==> src/rtl/alu_share_arb.sv <==
// alu_share_arb: round-robin front end that lets NREQ requesters share one
// combinational 32-bit ALU. The winning request drives the ALU operands and
// opcode. The ALU result and zero flag are then captured into a single
// response register that has a valid/ready output handshake.
//
// Handshake semantics (both sides):
//   A transfer happens on a rising edge where valid and ready are both high.
//   Once valid is asserted, the payload stays stable until the transfer.
//   The request side is req_valid[i]/req_ready[i]. req_ready is one-hot or zero.
//   req_ready is combinational from req_valid. Requesters must therefore not
//   derive req_valid from req_ready.
//   The response side is rsp_valid/rsp_ready. The register drains and reloads
//   in the same cycle, so a consumer holding rsp_ready high sees one response
//   per cycle.
module alu_share_arb #(
  parameter int NREQ = 2,
  localparam int IDW = (NREQ > 1) ? $clog2(NREQ) : 1
) (
  input  logic              clk,
  input  logic              rst,
  input  logic [NREQ-1:0]   req_valid,
  output logic [NREQ-1:0]   req_ready,
  input  logic [4*NREQ-1:0] req_ctrl,
  input  logic [32*NREQ-1:0] req_src1,
  input  logic [32*NREQ-1:0] req_src2,
  output logic [3:0]        alu_ctrl,
  output logic [31:0]       alu_src1,
  output logic [31:0]       alu_src2,
  input  logic [31:0]       alu_res,
  input  logic              alu_zero,
  output logic              rsp_valid,
  input  logic              rsp_ready,
  output logic [IDW-1:0]    rsp_id,
  output logic [31:0]       rsp_res,
  output logic              rsp_zero
);

  // rr_ptr holds the most recent winner. The scan starts one past it.
  logic [IDW-1:0] rr_ptr;
  logic           slot_free;
  logic           grant_found;
  logic [IDW-1:0] grant_id;
  logic           grant_en;
  logic [IDW-1:0] cand;

  // The register can take a new result when it is empty or being drained now.
  assign slot_free = !rsp_valid || rsp_ready;

  // Round-robin scan: first valid requester at rr_ptr+1, rr_ptr+2, ... mod NREQ.
  always_comb begin
    grant_found = 1'b0;
    grant_id    = '0;
    cand        = '0;
    for (int k = 1; k <= NREQ; k++) begin
      cand = IDW'((int'(rr_ptr) + k) % NREQ);
      if (!grant_found && req_valid[cand]) begin
        grant_found = 1'b1;
        grant_id    = cand;
      end
    end
  end

  // No grant is made during reset, so an in-flight request is not accepted.
  assign grant_en = grant_found && slot_free && !rst;

  // Drive the ready strobe and the ALU inputs from the winner. With no winner,
  // the ALU sees ADD of zero operands.
  always_comb begin
    req_ready = '0;
    alu_ctrl  = 4'b0000;
    alu_src1  = 32'd0;
    alu_src2  = 32'd0;
    if (grant_en) begin
      req_ready[grant_id] = 1'b1;
      alu_ctrl            = req_ctrl[4*grant_id +: 4];
      alu_src1            = req_src1[32*grant_id +: 32];
      alu_src2            = req_src2[32*grant_id +: 32];
    end
  end

  // Response register and arbitration pointer.
  // A drain without a reload clears only rsp_valid. The data fields keep
  // their last value.
  always_ff @(posedge clk) begin
    if (rst) begin
      rsp_valid <= 1'b0;
      rsp_id    <= '0;
      rsp_res   <= 32'd0;
      rsp_zero  <= 1'b0;
      rr_ptr    <= IDW'(NREQ - 1);
    end else if (grant_en) begin
      rsp_valid <= 1'b1;
      rsp_id    <= grant_id;
      rsp_res   <= alu_res;
      rsp_zero  <= alu_zero;
      rr_ptr    <= grant_id;
    end else if (rsp_ready) begin
      rsp_valid <= 1'b0;
    end
  end

  // At most one requester is told it was accepted in any cycle.
  a_ready_onehot : assert property (@(posedge clk) disable iff (rst)
    $onehot0(req_ready));

  // A stalled response keeps its contents until it is taken.
  a_stall_stable : assert property (@(posedge clk) disable iff (rst)
    (rsp_valid && !rsp_ready) |=> (rsp_valid && $stable(rsp_res) &&
                                   $stable(rsp_id) && $stable(rsp_zero)));

  // A full register that is not draining blocks every request.
  a_stall_block : assert property (@(posedge clk) disable iff (rst)
    (rsp_valid && !rsp_ready) |-> (req_ready == '0));

endmodule

==> config.mk <==
export PLATFORM = sky130hd
export DESIGN_NAME = alu_share_arb
export DESIGN_NICKNAME = d
export VERILOG_FILES = /design/src/rtl/alu_share_arb.sv
export SDC_FILE = /design/constraint.sdc
export NUM_CORES = 1
export LEC_CHECK = 0
export BUFFER_PORTS_ARGS = -buffer_cell sky130_fd_sc_hd__buf_2
export CORE_AREA = 2 2 108 110
export DETAILED_ROUTE_END_ITERATION = 16
export DIE_AREA = 0 0 110 112
export PLACE_DENSITY_LB_ADDON = 0.08
export SLEW_MARGIN = 20
export SYNTH_ARGS = -nofsm -noshare
export SYNTH_HDL_FRONTEND = slang
export SYNTH_SLANG_ARGS = --single-unit
==> constraint.sdc <==
create_clock -name clk -period 1.25 [get_ports clk]
set_input_delay 0 -clock clk [delete_from_list [all_inputs] [get_ports clk]]
set_output_delay 0 -clock clk [all_outputs]
set_load 0.01 [all_outputs]
==> results.py <==
metrics = {
    "outcome": {
        "status": "complete, but fails checks",
        "violations": "negative setup slack",
    },
    "cells_and_area": {
        "antenna_cells": 0,
        "drive_gt1_share_pct": 65.3,
        "area_growth_pct": 139,
        "nFillCells": 1146,
        "regArea_um2": 723,
        "finish.instance_area_um2": 4430,
        "layout.nets": 673,
        "multi_input_area_um2": 1010,
        "final_cells": 642,
    },
    "logic_synthesis": {
        "syn_area_per_cell_um2": 10.8,
        "ys.flop_type": "dfxtp_1",
        "synthTopCellsByArea": "a22o_1 (48%), dfxtp_1 (39%), buf_6 (4.3%)",
        "yosys.cell_count.top_type": "a22o_1",
        "ys_seq_area_share_pct": 38.9,
        "syn_nets": 345,
        "netlist_instances": 171,
        "async_reset_ff_share_pct": 0,
        "synth_area_um2": 1850,
        "synth-seq-cells": 36,
        "synth_edf_count": 0,
        "yosys.area.top_type_share_pct": 47.8,
        "ys_types": 15,
        "yosysWarnings": 0,
        "synth_area_leader_cell": "a22o_1",
        "ys_top_cells_by_count": "a22o_1 (101), dfxtp_1 (36), buf_2 (12)",
    },
    "clocking": {
        "clk_latency_ns": 0.27,
        "htreeDepth": 2,
        "cts_num_sinks": 36,
        "cts_buffer_depth": 2,
        "numCtsBuffers": 5,
        "cts-root-buf": "clkbuf_16",
        "clk_pin_slew_ns": 0.05,
        "tritoncts": "done",
    },
    "critical_path": {
        "crit_chain": "inv_2 > a2111oi_4 > buf_6 > buf_12 > a22o_1 > buf_2",
        "worstPathRequired_ns": 1.25,
        "arrival_ns": 1.70,
        "r2r-end": "rsp_res[30]",
        "r2r-start": "rsp_valid",
        "worstRegToRegCells": 7,
        "cp_slowest_cell": "a2111oi_4",
        "critPathKind": "reg -> out",
        "endpoint_kind": "primary output",
        "cp-start-kind": "flop",
        "slowest_delay_ns": 0.35,
        "r2r_slack_ns": -0.14,
        "critPathMaxFanout": 8,
    },
    "sta": {
        "finalSetupViolations": 103,
        "rsz0062_at_grt": "yes",
        "hold_violations": 0,
        "skew_ns": 0.00450,
        "slew_headroom_pct": 78.2,
        "maxSlewViolCount": 0,
        "fin_crit_sh_pct": 136,
        "worst_slack_ns": -0.446,
        "worst_slew_pin_slew_ns": 0.327,
        "fin_crit_ns": 1.70,
        "max_freq_mhz": 590,
        "fin_hold_ws_ns": 0.0344,
    },
    "detailed_routing": {
        "drc": 0,
        "avgViaCountPerCell": 4.40,
        "antenna_left": 0,
        "num_vias": 2827,
        "dr.pass1.iters": 4,
        "finalWirelength_um": 11000,
        "wl_per_cell_um": 17.2,
        "drtIter0Drc": 78,
    },
    "min_path": {
        "hp-start": "rst",
        "hold_path_class": "in -> reg",
        "holdPathStages": 2,
        "holdPathEnd": "rsp_valid",
    },
    "placement": {
        "placed_cells": 584,
        "gp_congestion": 0.817,
        "dpl_cell_area_um2": 3480,
        "dp_hpwl_um": 7570,
        "place_ws_ns": -0.219,
        "port-buffer-count": 278,
    },
    "global_route": {
        "antenna_found_initial": 0,
        "grt_pass1_wl_um": 15500,
        "grt_pass1_vias": 2952,
        "grt_max_degree": 24,
        "grtUsageTotal_pct": 16.4,
        "grt-ovfl-total": 0,
    },
    "power": {
        "p_leak_nw": 2.42,
        "power.share.switching_pct": 27.0,
        "power_density_nw_per_um2": 888,
        "ir_drop_mv": 0.491,
        "power.switching_mw": 1.06,
        "internal-power_mw": 2.87,
        "p_total_mw": 3.93,
        "p_comb_share_pct": 35.1,
        "seqPwrFrac_pct": 32.5,
        "p_clk_share_pct": 32.4,
    },
    "job": {
        "cap_violations": 0,
    },
    "floorplanning": {
        "dieArea_um2": 12300,
        "die_w_um": 110,
        "ios": 279,
        "core_area_um2": 11200,
        "start_util_pct": 16.6,
        "die_h_um": 112,
        "fp-row-count": 39,
    },
}
logic make-up (layout without fill, tap and decap cells):
family / Yosys count / count (layout) / synth area share [%]
AOI/OAI and AO/OA: 106 / 106 / 51.3
DFF: 36 / 36 / 38.9
buffers and inverters: 24 / 352 / 8.51
and+or+nand+nor: 5 / 5 / 1.28
power groups by stage:
stage	combinational, mW	clock, mW	sequential (mW)
3_5_place_dp	1.08	0	1.30
3_3_place_gp	1.08	0	1.30
4_1_cts	1.38	1.32	1.28
2_1_floorplan	0.453	0	1.34
6_report	1.38	1.27	1.28
5_1_grt	1.48	1.38	1.29
repair_timing:
item | CTS | global route
endpoints found under the setup margin | 104 | 105
pin swaps | 5 | 21
endpoints found under the hold margin | 33 | 0
buffers inserted | 8 | 1
gates cloned | 10 | 3
resized for setup | 28 | 10
hold buffers | 33 | 0
per-stage QoR:
step	utilization (%)	TNS (ns)
2_1_floorplan	-	-8.64
3_5_place_dp	31.1	-12.76
4_1_cts	39.4	-36.76
5_1_grt	39.6	-37.28
6_report	39.6	-30.09
3_3_place_gp	31.1	-11.65
sequential cells by signal (all words and copies together), names as in the netlist:
register   cells
rsp_id         1
rsp_valid      1
rsp_res       32
rsp_zero       1
rr_ptr         1
worst max path at each step:
stage | start | to | slack [ns]
floorplan | rr_ptr | alu_ctrl[0] | -0.14
global placement | rr_ptr | alu_src1[28] | -0.22
detailed placement | rr_ptr | alu_src1[28] | -0.22
CTS | rsp_valid | alu_src2[25] | -0.47
global route | rr_ptr | alu_src1[28] | -0.51
finish | rr_ptr | alu_src1[28] | -0.45
final cells by class:
class / instances / share of cell area (%)
Inverter: 3 / 0.254
Sequential cell: 36 / 16.3
Multi-Input combinational cell: 111 / 22.9
Clock buffer: 7 / 3.45
Tap cell: 143 / 4.04
Timing Repair Buffer: 342 / 53.0
layout by cell type, fill, tap and decap left out:
| cell | Yosys | layout |
|---|---|---|
| dfxtp_2 | 0 | 2 |
| buf_8 | 0 | 2 |
| clkbuf_16 | 0 | 8 |
| buf_4 | 0 | 1 |
| nor2_1 | 2 | 2 |
| clkbuf_8 | 0 | 2 |
| dlygate4sd3_1 | 0 | 33 |
| nor3_1 | 2 | 1 |
| a21o_1 | 1 | 1 |
| buf_6 | 7 | 20 |
| buf_2 | 12 | 269 |
| a2111oi_4 | 1 | 2 |
| nor2b_4 | 0 | 1 |
| buf_12 | 0 | 7 |
| a22o_1 | 101 | 101 |
| inv_2 | 1 | 2 |
| o21ba_4 | 0 | 1 |
| inv_1 | 2 | 1 |
| buf_16 | 0 | 7 |
| a21oi_2 | 0 | 1 |
| nor3_4 | 0 | 1 |
| dfxtp_1 | 36 | 34 |
worst max-delay path, delay by kind of cell (launching register included):
| kind | cells | cell delay, ns |
|---|---|---|
| buffers and inverters | 4 | 0.56 |
| AO/OA/AOI/OAI | 2 | 0.53 |
| flip-flops | 1 | 0.34 |
per-layer routing:
layer / vias up / track usage, % / share of wire [%] / wire length [um]
li1: 1373 / - / - / -
met3: 6 / 3.04 / 6.2 / 687
met2: 145 / 30.0 / 51 / 5640
met4: 0 / 2.11 / 0.44 / 49
met5: - / 0 / 0 / 0
met1: 1303 / 20.0 / 42 / 4640
Power figures use the tool's default switching activity.
